`src/rtl/vcache_stat_collector_if.sv`:
```
// Purpose: dump-request handshake and dump word stream of the vcache statistics collector.
// Latency: wires only, no state.
// Backpressure: the request side waits on stat_req_ready_o; the stream side is held by withholding stat_yumi_i.
interface vcache_stat_collector_if #(
    parameter int ctr_width_p = 32,
    parameter int tag_width_p = 32
);
    logic                   stat_req_v_i;
    logic [tag_width_p-1:0] stat_req_tag_i;
    logic                   stat_req_ready_o;
    logic                   stat_v_o;
    logic [ctr_width_p-1:0] stat_data_o;
    logic                   stat_last_o;
    logic                   stat_yumi_i;

    // Collector side: accepts requests, produces words.
    modport slave (
        input  stat_req_v_i, stat_req_tag_i, stat_yumi_i,
        output stat_req_ready_o, stat_v_o, stat_data_o, stat_last_o
    );

    // Requester/consumer side: issues requests, consumes words.
    modport master (
        output stat_req_v_i, stat_req_tag_i, stat_yumi_i,
        input  stat_req_ready_o, stat_v_o, stat_data_o, stat_last_o
    );
endinterface

```
`src/rtl/vcache_stat_collector.sv`:
```
// Purpose: count vcache load/store/miss events (saturating) and dump a 6-word snapshot on request.
// Latency: word 0 valid the cycle after acceptance; 6 words back-to-back with yumi held, ready again in the 7th cycle.
// Backpressure: words hold steady until stat_yumi_i; no new request is accepted while a dump is in flight.
module vcache_stat_collector #(
    parameter int ctr_width_p = 32,
    parameter int tag_width_p = 32
) (
    input  logic        clk_i,
    input  logic        reset_n_i,
    input  logic        inc_ld_i,
    input  logic        inc_st_i,
    input  logic        inc_ld_miss_i,
    input  logic        inc_st_miss_i,
    input  logic        clear_i,
    input  logic [31:0] global_ctr_i,
    vcache_stat_collector_if.slave stat_bus
);

    typedef enum logic {IDLE, SEND} state_e;

    state_e                 state_r, state_n;
    logic [2:0]             idx_r, idx_n;
    logic                   accept;
    logic [3:0]             inc;
    logic [ctr_width_p-1:0] live_r [4];
    logic [ctr_width_p-1:0] snap_r [6];
    logic [ctr_width_p-1:0] word;

    // Counter slot order matches the dump order of words 2..5.
    assign inc = {inc_st_miss_i, inc_ld_miss_i, inc_st_i, inc_ld_i};

    // Live counters: clear beats any strobe, increments stop at all-ones.
    always_ff @(posedge clk_i or negedge reset_n_i) begin
        if (!reset_n_i) begin
            for (int i = 0; i < 4; i++) live_r[i] <= '0;
        end else begin
            for (int i = 0; i < 4; i++) begin
                if (clear_i)
                    live_r[i] <= '0;
                else if (inc[i] && (live_r[i] != '1))
                    live_r[i] <= live_r[i] + ctr_width_p'(1);
            end
        end
    end

    // Snapshot captures pre-increment counter values and is frozen for the whole dump.
    always_ff @(posedge clk_i or negedge reset_n_i) begin
        if (!reset_n_i) begin
            for (int i = 0; i < 6; i++) snap_r[i] <= '0;
        end else if (accept) begin
            snap_r[0] <= ctr_width_p'(stat_bus.stat_req_tag_i);
            snap_r[1] <= ctr_width_p'(global_ctr_i);
            for (int i = 0; i < 4; i++) snap_r[i+2] <= live_r[i];
        end
    end

    // State and word index registers.
    always_ff @(posedge clk_i or negedge reset_n_i) begin
        if (!reset_n_i) begin
            state_r <= IDLE;
            idx_r   <= '0;
        end else begin
            state_r <= state_n;
            idx_r   <= idx_n;
        end
    end

    // Next state: accept only in IDLE, so the final yumi cannot coincide with a new acceptance.
    always_comb begin
        state_n = state_r;
        idx_n   = idx_r;
        accept  = 1'b0;
        case (state_r)
            IDLE: begin
                if (stat_bus.stat_req_v_i) begin
                    accept  = 1'b1;
                    idx_n   = '0;
                    state_n = SEND;
                end
            end
            SEND: begin
                if (stat_bus.stat_yumi_i) begin
                    if (idx_r == 3'd5) begin
                        idx_n   = '0;
                        state_n = IDLE;
                    end else begin
                        idx_n = idx_r + 3'd1;
                    end
                end
            end
            default: begin
                state_n = IDLE;
                idx_n   = '0;
            end
        endcase
    end

    // Word select from the frozen snapshot.
    always_comb begin
        word = '0;
        case (idx_r)
            3'd0:    word = snap_r[0];
            3'd1:    word = snap_r[1];
            3'd2:    word = snap_r[2];
            3'd3:    word = snap_r[3];
            3'd4:    word = snap_r[4];
            3'd5:    word = snap_r[5];
            default: word = '0;
        endcase
    end

    // Ready is masked by reset so it reads 0 while reset is held and IDLE is forced.
    assign stat_bus.stat_req_ready_o = reset_n_i && (state_r == IDLE);
    assign stat_bus.stat_v_o         = (state_r == SEND);
    assign stat_bus.stat_last_o      = (state_r == SEND) && (idx_r == 3'd5);
    assign stat_bus.stat_data_o      = word;

endmodule

```
`src/flat_wrapper.sv`:
```
// flat-port wrapper written by rule: the top's interface ports become plain ports
module vcache_stat_collector_flat 
#(
    parameter int ctr_width_p = 32,
    parameter int tag_width_p = 32
)
  (clk_i, reset_n_i, inc_ld_i, inc_st_i, inc_ld_miss_i, inc_st_miss_i, clear_i, global_ctr_i, stat_bus_stat_req_v_i, stat_bus_stat_req_tag_i, stat_bus_stat_yumi_i, stat_bus_stat_req_ready_o, stat_bus_stat_v_o, stat_bus_stat_data_o, stat_bus_stat_last_o);
  vcache_stat_collector_if #(.ctr_width_p(ctr_width_p), .tag_width_p(tag_width_p)) stat_bus_i ();
  input  logic clk_i;
  input  logic reset_n_i;
  input  logic inc_ld_i;
  input  logic inc_st_i;
  input  logic inc_ld_miss_i;
  input  logic inc_st_miss_i;
  input  logic clear_i;
  input  logic [31:0] global_ctr_i;
  input wire logic [$bits(stat_bus_i.stat_req_v_i)-1:0] stat_bus_stat_req_v_i;
  input wire logic [$bits(stat_bus_i.stat_req_tag_i)-1:0] stat_bus_stat_req_tag_i;
  input wire logic [$bits(stat_bus_i.stat_yumi_i)-1:0] stat_bus_stat_yumi_i;
  output wire logic [$bits(stat_bus_i.stat_req_ready_o)-1:0] stat_bus_stat_req_ready_o;
  output wire logic [$bits(stat_bus_i.stat_v_o)-1:0] stat_bus_stat_v_o;
  output wire logic [$bits(stat_bus_i.stat_data_o)-1:0] stat_bus_stat_data_o;
  output wire logic [$bits(stat_bus_i.stat_last_o)-1:0] stat_bus_stat_last_o;
  assign stat_bus_i.stat_req_v_i = stat_bus_stat_req_v_i;
  assign stat_bus_i.stat_req_tag_i = stat_bus_stat_req_tag_i;
  assign stat_bus_i.stat_yumi_i = stat_bus_stat_yumi_i;
  assign stat_bus_stat_req_ready_o = stat_bus_i.stat_req_ready_o;
  assign stat_bus_stat_v_o = stat_bus_i.stat_v_o;
  assign stat_bus_stat_data_o = stat_bus_i.stat_data_o;
  assign stat_bus_stat_last_o = stat_bus_i.stat_last_o;
  vcache_stat_collector #(.ctr_width_p(ctr_width_p), .tag_width_p(tag_width_p)) u_core (.clk_i(clk_i), .reset_n_i(reset_n_i), .inc_ld_i(inc_ld_i), .inc_st_i(inc_st_i), .inc_ld_miss_i(inc_ld_miss_i), .inc_st_miss_i(inc_st_miss_i), .clear_i(clear_i), .global_ctr_i(global_ctr_i), .stat_bus(stat_bus_i));
endmodule
```
`config.mk`:
```
export PLATFORM = sky130hd
export DESIGN_NAME = vcache_stat_collector_flat
export DESIGN_NICKNAME = d
export VERILOG_FILES = /design/src/rtl/vcache_stat_collector_if.sv /design/src/rtl/vcache_stat_collector.sv /design/src/flat_wrapper.sv
export SDC_FILE = /design/constraint.sdc
export NUM_CORES = 1
export LEC_CHECK = 0
export ABC_CLOCK_PERIOD_IN_PS = 6550
export CORE_AREA = 2 2 164 166
export DETAILED_ROUTE_END_ITERATION = 7
export DIE_AREA = 0 0 166 168
export DONT_BUFFER_PORTS = 1
export PLACE_DENSITY = 0.75
export SLEW_MARGIN = 10
export SYNTH_ARGS = -nofsm -noshare
export SYNTH_HDL_FRONTEND = slang
export SYNTH_SLANG_ARGS = --single-unit
```
`constraint.sdc`:
```
create_clock -name clk_i -period 6.55 [get_ports clk_i]
set_input_delay 0.655 -clock clk_i [delete_from_list [all_inputs] [get_ports clk_i]]
set_output_delay 0.655 -clock clk_i [all_outputs]
set_load 0.02 [all_outputs]
```
==> results of run 1 <==
[critical path, delay by kind of cell (launching register included)]
family	cells	cell delay (ps)
AND/OR/NAND/NOR	2	1240
AO/OA/AOI/OAI	1	150
flip-flops	1	520
buffers and inverters	1	470
[sequential cells by signal, summed over array words and instances, names as in the netlist]
name and count:
u_core.idx_r 3, u_core.live_r 128, u_core.snap_r 192, u_core.stat_bus.stat_v_o 1
[layer usage]
metal	global-route usage (%)	vias to the layer above
li1	-	6002
met1	42.8	6381
met2	47.0	558
met3	5.59	95
met4	13.1	0
met5	0	-
[cell usage after synthesis (all sizes together), types with 5 or more instances]
cell type	number	area, um2
inv	22	82.6
a31oi	6	37.5
and2	6	37.5
nand3	82	415
o21ai	60	300
nand2	603	2260
dfrtp	324	8110
buf	9	48.8
nor3	15	75.1
clkbuf	90	343
nor2	72	270
mux2	7	78.8
a31o	5	43.8
or4	24	180
xnor2	29	254
a2111oi	5	62.6
xor2	8	70.1
nand4	38	244
nor2b	9	56.3
or3	48	300
a21oi	73	365
and4	14	124
and3	11	70.1
nor4	12	87.6
a211oi	8	60.1
ha	5	62.6
nand3b	7	52.6
a22oi	96	721
o31ai	21	158
[stage by stage]
stage	setup WS, ps	hold slack, ps	instances	power, W	instance area (um2)
3_5_place_dp	3530	369	2013	0.00348	15600
4_1_cts	3010	-167	2075	0.00547	16700
3_3_place_gp	3600	371	2013	0.00345	15600
6_report	3010	-154	2075	0.00546	16700
5_1_grt	2890	-164	2075	0.00568	16700
2_1_floorplan	4250	359	1757	0.00315	15400
[worst min-delay path by stage]
stage	end	slack, ps	cells past startpoint
after floorplan	u_core.idx_r[0]	360	0
after CTS	u_core.live_r[116]	-170	0
after detailed placement	u_core.snap_r[180]	370	0
after global routing	u_core.snap_r[110]	-160	0
final	u_core.snap_r[180]	-150	0
after global placement	u_core.snap_r[180]	370	0
[power by group]
part	internal [W]	switching [W]
sequential	0.00226	0.000211
clock	0.00119	0.000803
combinational	0.000247	0.000749
[logic make-up after synthesis]
kind of cell / count (synthesis) / share of synthesized area [%]
AND/OR/NAND/NOR: 958 / 28.0
flip-flops: 324 / 52.7
AO/OA/AOI/OAI: 301 / 12.9
buffers and inverters: 121 / 3.08
XOR/XNOR: 37 / 2.11
multiplexers: 11 / 0.773
adder cells (fa/ha/maj): 5 / 0.407
[area by class of cell]
| class | count | area, um2 | area share (%) |
|---|---|---|---|
| Multi-Input combinational cell | 1312 | 6850 | 40.9 |
| Timing Repair Buffer | 14 | 105 | 0.628 |
| Inverter | 22 | 82.6 | 0.494 |
| Clock buffer | 49 | 1040 | 6.22 |
| Sequential cell | 324 | 8110 | 48.5 |
| Clock inverter | 13 | 120 | 0.718 |
| Tap cell | 341 | 427 | 2.55 |
[layout by cell type, fill, tap and decap left out, drive strengths merged, types with 6 or more instances in the layout]
master	Yosys	routed
nor4	12	12
a21oi	73	73
o21ai	60	60
dfrtp	324	324
nor3	15	15
inv	22	22
mux2	7	7
or3	48	48
xor2	8	8
nand2	603	603
nand3b	7	7
xnor2	29	29
nor2b	9	9
or4	24	24
nand4	38	38
a31oi	6	6
a22oi	96	96
nor2	72	72
and3	11	11
and4	14	14
and2	6	6
clkinv	0	9
clkbuf	90	49
a211oi	8	8
nand3	82	82
o31ai	21	21
buf	9	14
==> impl_metrics.json, run 1 <==
{
  "status": "finished with violations",
  "violations": "hold timing",
  "drtIter0Drc": 1506,
  "pin_count": 108,
  "wl_met3_mm": 3.33,
  "grt_pass1_wl_mm": 67.9,
  "synth_cells": 1757,
  "cp_max_fo": 22,
  "crit_path_end_kind": "output port",
  "timing.final.crit_share_pct": 54.1,
  "dieArea_um2": 27900,
  "startpoint_type": "flop",
  "grt_antenna_before_repair": 0,
  "ant_nets": 0,
  "maxCapViolCount": 0,
  "critPathSlowestCell": "nor3b_2",
  "core_area_um2": 26400,
  "whs_ps": -154,
  "cts_setup_buffers": 0,
  "startpoint": "u_core.idx_r[0]",
  "synthToLayoutAreaGrowth_pct": 8.72,
  "grt-ovfl-total": 0,
  "reg2reg_setup_slack_ps": 3450,
  "slew_headroom_pct": 21.8,
  "p_leak_nw": 7.66,
  "required_ps": 5890,
  "start_util_pct": 58.4,
  "netlist-cell-type-count": 61,
  "viasPerCell": 6.28,
  "utilization_pct": 63.5,
  "min_path_type": "in2async",
  "vias": 13000,
  "dp_hpwl_mm": 28.3,
  "grt_pass1_vias": 12500,
  "yosysSeqAreaShare_pct": 52.7,
  "cts_tree": "yes",
  "synth-async-reset-ratio_pct": 100,
  "synth_edf_count": 0,
  "worstPathArrival_ps": 2890,
  "clk_pin_slew_worst_paths_ps": 60,
  "synth_nets": 1835,
  "ir_worst_vdd_v": 0.000355,
  "nNetsFinal": 1787,
  "met2_length_mm": 19.3,
  "ys_ff_latch": 324,
  "highest_layer": "met4",
  "fp.dieW_um": 166,
  "critPathKind": "reg2out",
  "clk_latency_ps": 520,
  "drt-met1-wl_mm": 17.9,
  "hold_violations": 241,
  "gp_congestion": 0.919,
  "insertedDiodeCount": 0,
  "grt_start_max_net_pins": 326,
  "clk_path_buf_depth": 3,
  "htreeDepth": 2,
  "drive_above_1_share_pct": 6.06,
  "reg2reg_to": "u_core.snap_r[69]",
  "cts_made_buffers": 35,
  "max_freq_mhz": 282,
  "routed_wirelength_mm": 42.4,
  "root_buffer": "clkbuf_16",
  "r2r_start": "u_core.stat_bus.stat_v_o",
  "finalSetupViolations": 0,
  "rsz0062_at_grt": "false",
  "skew_ps": 14.1,
  "tightest_slew_ps": 1170,
  "path_cells": "nor3b_2, buf_4, a22oi_1, nand3_1",
  "critPathMaxStageDelay_ps": 880,
  "drtPass1Iterations": 5,
  "drt-wirelength-per-cell_um": 20.4,
  "num_rows": 60,
  "period_minus_slack_ps": 3540,
  "synth.avg_cell_area_um2": 8.76,
  "slew_viol_final": 0,
  "grt_usage_pct": 30.5,
  "synth_ff_type": "dfrtp_1",
  "drc": 0,
  "worstSetupEndpoint": "stat_bus_stat_data_o[9]",
  "setup_tns_ps": 0,
  "r2r_cells": 3,
  "fillers": 2169,
  "power_density_nw_per_um2": 326,
  "cts.sinks": 324,
  "syn_area_um2": 15400,
  "cts_resized": 0,
  "ys_warn_count": 0,
  "die_y_um": 168,
  "port_buffers": 0
}
Power figures use the tool's default switching activity.
==> inputs of run 2 (changes only) <==
--- a/config.mk
+++ b/config.mk
@@ -5,10 +5,11 @@
 export SDC_FILE = /design/constraint.sdc
 export NUM_CORES = 1
 export LEC_CHECK = 0
-export ABC_CLOCK_PERIOD_IN_PS = 6550
-export CORE_AREA = 2 2 164 166
+export ABC_AREA = 1
+export ABC_CLOCK_PERIOD_IN_PS = 3200
+export CORE_AREA = 2 2 175 177
 export DETAILED_ROUTE_END_ITERATION = 7
-export DIE_AREA = 0 0 166 168
+export DIE_AREA = 0 0 177 179
 export DONT_BUFFER_PORTS = 1
 export PLACE_DENSITY = 0.75
 export SLEW_MARGIN = 10
==> constraint.sdc (replaced) <==
create_clock -name clk_i -period 3.2 [get_ports clk_i]
set_input_delay 0.32 -clock clk_i [delete_from_list [all_inputs] [get_ports clk_i]]
set_output_delay 0.32 -clock clk_i [all_outputs]
set_load 0.02 [all_outputs]
==> run 2 against run 1 <==
- global-route usage grew 2.6 points
- final cell count rose by 28%
- clock power is 120% higher
- largest cell class unchanged
- utilization rose by 0.39 points
- the flow still finishes with violations (hold timing)
- via count rose by 17%
- count of clock-buffer cells in the layout rose by 2
- combinational power grew 150%
- flip-flop and latch count did not move
- non-clock buffer count rose by 71
==> impl_metrics.json, run 2 <==
{
  "max_freq_mhz": 321,
  "dieArea_um2": 31700,
  "period_minus_slack_ps": 3110,
  "place_ws_ps": 711,
  "die_y_um": 179,
  "place_area_um2": 17300,
  "ys_ff_latch": 324,
  "rsz0062_at_grt": "true",
  "port_buffers": 0,
  "drive_above_1_share_pct": 9.13,
  "slew_headroom_pct": 13.1,
  "ys_top_cells_by_area": "dfrtp_1 (48%), nand2_1 (16%), mux2_2 (6.5%)",
  "largest_register_ffs": 192,
  "setup_tns_ps": 0,
  "grt_pass1_wl_mm": 80.0,
  "cts_tree": "yes",
  "synth_cells": 2199,
  "clk_pin_slew_worst_paths_ps": 60,
  "pin_count": 108,
  "root_buffer": "clkbuf_16",
  "netlist-cell-type-count": 35,
  "cp_max_fo": 27,
  "synth_commonest_cells": "nand2_1 (744), dfrtp_1 (324), nor2_1 (261), inv_1 (172), nand3_1 (151)",
  "vias": 15200,
  "ant_nets": 0,
  "whs_ps": -482,
  "startpoint_type": "flop",
  "yosysSeqAreaShare_pct": 47.7,
  "drt-wirelength-per-cell_um": 19.2,
  "path_cells": "buf_4, inv_1, nand3_1, inv_1, buf_4, nand2_1, nand2_1, a21oi_1, nand4_1",
  "status": "finished with violations",
  "wl_met3_mm": 4.62,
  "synth.avg_cell_area_um2": 7.72,
  "met2_length_mm": 22.5,
  "core_area_um2": 30000,
  "grt_antenna_before_repair": 2,
  "highest_layer": "met5",
  "grt_pass1_vias": 14400,
  "layout.cells.non_filler": 2665,
  "drtPass1Iterations": 6,
  "r2r_cells": 11,
  "synth_edf_count": 0,
  "critPathSlowestCell": "inv_1",
  "p_leak_nw": 8.68,
  "synth_ff_type": "dfrtp_1",
  "regMostFlops": "u_core.snap_r",
  "placed_cells": 2531,
  "ys_warn_count": 0,
  "syn_area_um2": 17000,
  "hold_violations": 324,
  "slew_viol_final": 0,
  "finalSetupViolations": 0,
  "grt_usage_pct": 33.1,
  "dp_hpwl_mm": 36.0,
  "grt-ovfl-total": 0,
  "synth_top_area_share_pct": 47.7,
  "layout_commonest_cell": "nand2_1",
  "gp_congestion": 0.964,
  "cts_hold_buf": 68,
  "skew_ps": 10.6,
  "routed_wirelength_mm": 51.2,
  "synth-async-reset-ratio_pct": 100,
  "maxCapViolCount": 0,
  "htreeDepth": 2,
  "synthToLayoutAreaGrowth_pct": 12.9,
  "drt-met1-wl_mm": 21.2,
  "setup_slack_ps": 86.8,
  "yosys.area.top_type": "dfrtp_1",
  "min_path_type": "in2async",
  "clk_latency_ps": 520,
  "num_rows": 64,
  "tightest_slew_ps": 1300,
  "critPathKind": "reg2out",
  "synth_nets": 2277,
  "reg_top3": "u_core.snap_r (192), u_core.live_r (128), u_core.idx_r (3)",
  "finish.instance_area_um2": 19200,
  "clk_path_buf_depth": 3,
  "cts_made_buffers": 36,
  "critPathMaxStageDelay_ps": 420,
  "cts.sinks": 324,
  "worstPathArrival_ps": 2790,
  "fp.dieW_um": 177,
  "most-common-layout-cells": "nand2_1 (743), dfrtp_1 (324), nor2_1 (260)",
  "drc": 0,
  "power_density_nw_per_um2": 627,
  "start_util_pct": 56.6,
  "viasPerCell": 5.70,
  "synth.most_common_cell": "nand2_1",
  "drtIter0Drc": 1696,
  "grt_start_max_net_pins": 326,
  "violations": "hold timing",
  "required_ps": 2880,
  "crit_path_end_kind": "output port",
  "ir_worst_vdd_v": 0.000452,
  "nNetsFinal": 2319,
  "timing.final.crit_share_pct": 97.3
}
==> run 2: changes by cell type in the layout (fill, tap and decap cells not counted), sizes merged, moves of 27 or more <==
cell         previous run  this run
a22oi                  96         0
dlygate4sd3             0        67
inv                    22       176
mux2                    7        98
nand2                 603       755
nand3                  82       155
nor2                   72       272
o21ai                  60       169
or3                    48         0
xnor2                  29         2
xor2                    8        36
==> run 2: where the power goes <==
| part | switching, W | leakage (nW) | internal (W) |
|---|---|---|---|
| combinational | 0.00163 | 3.71 | 0.000819 |
| sequential | 0.000563 | 4.38 | 0.00472 |
| clock | 0.00171 | 0.591 | 0.00260 |
| total | 0.00390 | 8.68 | 0.00813 |
==> run 2: timing repair <==
action,4_1_cts,5_1_grt
buffers inserted,0,0
setup endpoints to repair,0,2
resized for setup,0,0
endpoints found under the hold margin,423,324
==> run 2: per-stage QoR <==
stage	power, W	utilization [%]
after global placement	0.00753	57.5
after global routing	0.0125	63.9
after floorplan	0.00682	-
after detailed placement	0.00761	57.5
final	0.0120	63.9
after CTS	0.0120	63.9
==> run 2: cell type report <==
| type | instances | area, um2 |
|---|---|---|
| inverters | 175 | 657 |
| fillers | 2542 | 10800 |
| well taps | 396 | 495 |
| flip-flops and latches | 324 | 8110 |
| clock inverters | 14 | 191 |
| multi-input cells | 1619 | 7850 |
| diodes | 1 | 2.50 |
| clock buffers | 51 | 1040 |
| repair buffers | 85 | 843 |
==> run 2: routing by layer <==
layer  track usage [%]  vias up
met5                 0        -
met4              17.4        2
met3              7.34      131
met2              50.1      660
met1              44.5     7259
li1                  -     7149
==> run 2: critical path: cells and delay by family (launching register included) <==
| kind | cells | cell delay [ps] |
|---|---|---|
| compound gates | 1 | 220 |
| buf+inv | 4 | 1190 |
| flops | 1 | 330 |
| simple gates | 4 | 520 |
==> run 2: kinds of logic (layout without fill, tap and decap cells) <==
logic type                 Yosys count  count (layout)  synth area share (%)
AOI/OAI and AO/OA                  231             231                  6.92
xor gates and xnor gates            38              38                  1.96
adders and majority gates            5               5                 0.368
buffers and inverters              256             325                  6.12
DFF                                324             324                  47.7
muxes                               98              98                  6.50
other                                0               1                     0
and+or+nand+nor                   1247            1247                  30.4
==> run 2: path summary, 6_finish.rpt <==
kind                              startpoint                        to  slack (ps)
max                          u_core.idx_r[2]  stat_bus_stat_data_o[15]          90
min                                reset_n_i        u_core.live_r[114]        -480
max reg2reg                u_core.live_r[65]         u_core.live_r[85]         650
min reg2reg                u_core.snap_r[14]         u_core.snap_r[14]         490
max in group asynchronous          reset_n_i         u_core.live_r[84]        2640
min in group clk_i                   clear_i          u_core.live_r[2]          20
==> inputs of run 3 (changes only) <==
--- a/config.mk
+++ b/config.mk
@@ -6,10 +6,10 @@
 export NUM_CORES = 1
 export LEC_CHECK = 0
 export ABC_AREA = 1
-export ABC_CLOCK_PERIOD_IN_PS = 3200
-export CORE_AREA = 2 2 175 177
+export ABC_CLOCK_PERIOD_IN_PS = 2940
+export CORE_AREA = 2 2 172 174
 export DETAILED_ROUTE_END_ITERATION = 7
-export DIE_AREA = 0 0 177 179
+export DIE_AREA = 0 0 174 176
 export DONT_BUFFER_PORTS = 1
 export PLACE_DENSITY = 0.75
 export SLEW_MARGIN = 10
==> constraint.sdc (replaced) <==
create_clock -name clk_i -period 2.94 [get_ports clk_i]
set_input_delay 0.294 -clock clk_i [delete_from_list [all_inputs] [get_ports clk_i]]
set_output_delay 0.294 -clock clk_i [all_outputs]
set_load 0.02 [all_outputs]
==> run 3 against run 2 <==
- largest power group unchanged
- largest cell class unchanged
- the flow finishes with violations (DRC, hold timing)
- non-clock buffer count is 13 higher
- cell area is 0.55% higher
- clock skew barely moved
- routed wire length fell by 0.91%
- hold slack worse by 37 ps
==> impl_metrics.json, run 3 (synthesized netlist as in run 2, its figures left out) <==
{
  "status": "finished with violations",
  "violations": "DRC, hold timing",
  "fillers": 2401,
  "p_int_w": 0.00898,
  "fp.dieW_um": 174,
  "port_buffers": 0,
  "p_sw_w": 0.00422,
  "dp_hpwl_mm": 35.4,
  "num_rows": 62,
  "grt_antenna_before_repair": 2,
  "root_buffer": "clkbuf_16",
  "skew_ps": 10.5,
  "drc": 8,
  "finalSetupViolations": 0,
  "crit_path_end_kind": "output port",
  "period_minus_slack_ps": 2790,
  "clk_latency_ps": 520,
  "switching_share_pct": 32.0,
  "power_density_nw_per_um2": 685,
  "cts_made_buffers": 35,
  "grt_pass1_vias": 14600,
  "viasPerCell": 5.68,
  "hold_violations": 324,
  "drive_above_1_share_pct": 9.70,
  "largest_register_ffs": 192,
  "reg_top3": "u_core.snap_r (192), u_core.live_r (128), u_core.idx_r (3)",
  "drtPass1Iterations": 8,
  "grt-ovfl-total": 0,
  "start_util_pct": 59.5,
  "regMostFlops": "u_core.snap_r",
  "clk_pin_slew_worst_paths_ps": 60,
  "rsz0062_at_grt": "false",
  "cp_max_fo": 32,
  "slew_viol_final": 0,
  "ant_nets": 0,
  "synthToLayoutAreaGrowth_pct": 13.6,
  "htreeDepth": 2,
  "pin_count": 108,
  "cts_tree": "yes",
  "worstPathArrival_ps": 2500,
  "whs_ps": -518,
  "ir_worst_vdd_v": 0.000575,
  "slew_headroom_pct": 45.4,
  "most-common-layout-cells": "nand2_1 (743), dfrtp_1 (324), nor2_1 (260)",
  "grt_usage_pct": 33.7,
  "tightest_slew_ps": 819,
  "p_comb_share_pct": 21.9,
  "clkPwrFrac_pct": 35.2,
  "cts_setup_buffers": 0,
  "p_leak_nw": 8.76,
  "maxCapViolCount": 0,
  "max_freq_mhz": 359,
  "core_area_um2": 28500,
  "min_path_type": "in2async",
  "drtIter0Drc": 1612,
  "required_ps": 2650,
  "setup_tns_ps": 0,
  "layout_commonest_cell": "nand2_1",
  "power_frac_seq_pct": 42.9,
  "cts_hold_buf": 67,
  "timing.final.crit_share_pct": 94.9,
  "die_y_um": 176,
  "critPathKind": "reg2out",
  "drt-wirelength-per-cell_um": 19.1,
  "gp_congestion": 0.940,
  "cts.sinks": 324,
  "vias": 15100,
  "grt_pass1_wl_mm": 81.0,
  "startpoint_type": "flop",
  "setup_slack_ps": 151,
  "place_ws_ps": 576,
  "clk_path_buf_depth": 3,
  "routed_wirelength_mm": 50.8,
  "grt_start_max_net_pins": 326,
  "dieArea_um2": 30600,
  "nNetsFinal": 2331
}
run 3: final cells by class:
class | instances | area [um2] | share of cell area (%)
repair buffers | 98 | 976 | 5.06
inverters | 175 | 657 | 3.41
diodes | 1 | 2.50 | 0.0130
well taps | 384 | 480 | 2.49
clock buffers | 50 | 1040 | 5.42
flip-flops and latches | 324 | 8110 | 42.0
multi-input cells | 1619 | 7850 | 40.7
clock inverters | 12 | 166 | 0.863
run 3: per-layer routing:
| metal | wire [um] | GRT usage, % |
|---|---|---|
| met1 | 21700 | 46.5 |
| met2 | 23000 | 53.6 |
| met3 | 4110 | 6.42 |
| met4 | 1900 | 12.5 |
| met5 | 13 | 0 |
run 3: timing repair:
action | in CTS | in global routing
endpoints found under the hold margin | 425 | 324
endpoints found under the setup margin | 0 | 5
gates resized for setup | 0 | 4
run 3: path summary, 6_finish.rpt:
kind                                          from                       to  slack [ps]  depth (start not counted)
min in group clk_i                         clear_i        u_core.live_r[63]          30                          3
worst min-delay path                     reset_n_i        u_core.live_r[42]        -520                          0
worst min register to register  u_core.snap_r[104]       u_core.snap_r[104]         490                          2
max in group asynchronous                reset_n_i        u_core.snap_r[24]        2840                          0
worst max-delay path               u_core.idx_r[0]  stat_bus_stat_data_o[9]         150                          9
worst max register to register   u_core.live_r[33]        u_core.live_r[61]         690                         11
run 3: metrics by stage:
stage	std cells	instance area [um2]	total power [W]	utilization (%)
5_1_grt	2663	19300	0.0137	67.6
3_3_place_gp	2533	17400	0.00830	60.9
4_1_cts	2662	19300	0.0131	67.5
3_5_place_dp	2533	17400	0.00841	60.9
2_1_floorplan	2199	17000	0.00742	-
6_report	2663	19300	0.0132	67.6
run 3: critical path: stages, from the launching register on:
cell,delay (ps)
dfrtp_1,460
inv_1,120
nand3_1,100
inv_1,50
buf_4,230
nand2_1,110
nand2_1,50
a21oi_1,390
nand4_1,230
buf_4,220
run 3: power by group through the flow:
stage / clock network, W / logic, W / registers, W
after global routing: 0.00490 / 0.00308 / 0.00571
after floorplan: 0 / 0.00196 / 0.00546
after CTS: 0.00469 / 0.00282 / 0.00562
final: 0.00465 / 0.00289 / 0.00567
after global placement: 0 / 0.00263 / 0.00566
after detailed placement: 0 / 0.00272 / 0.00569
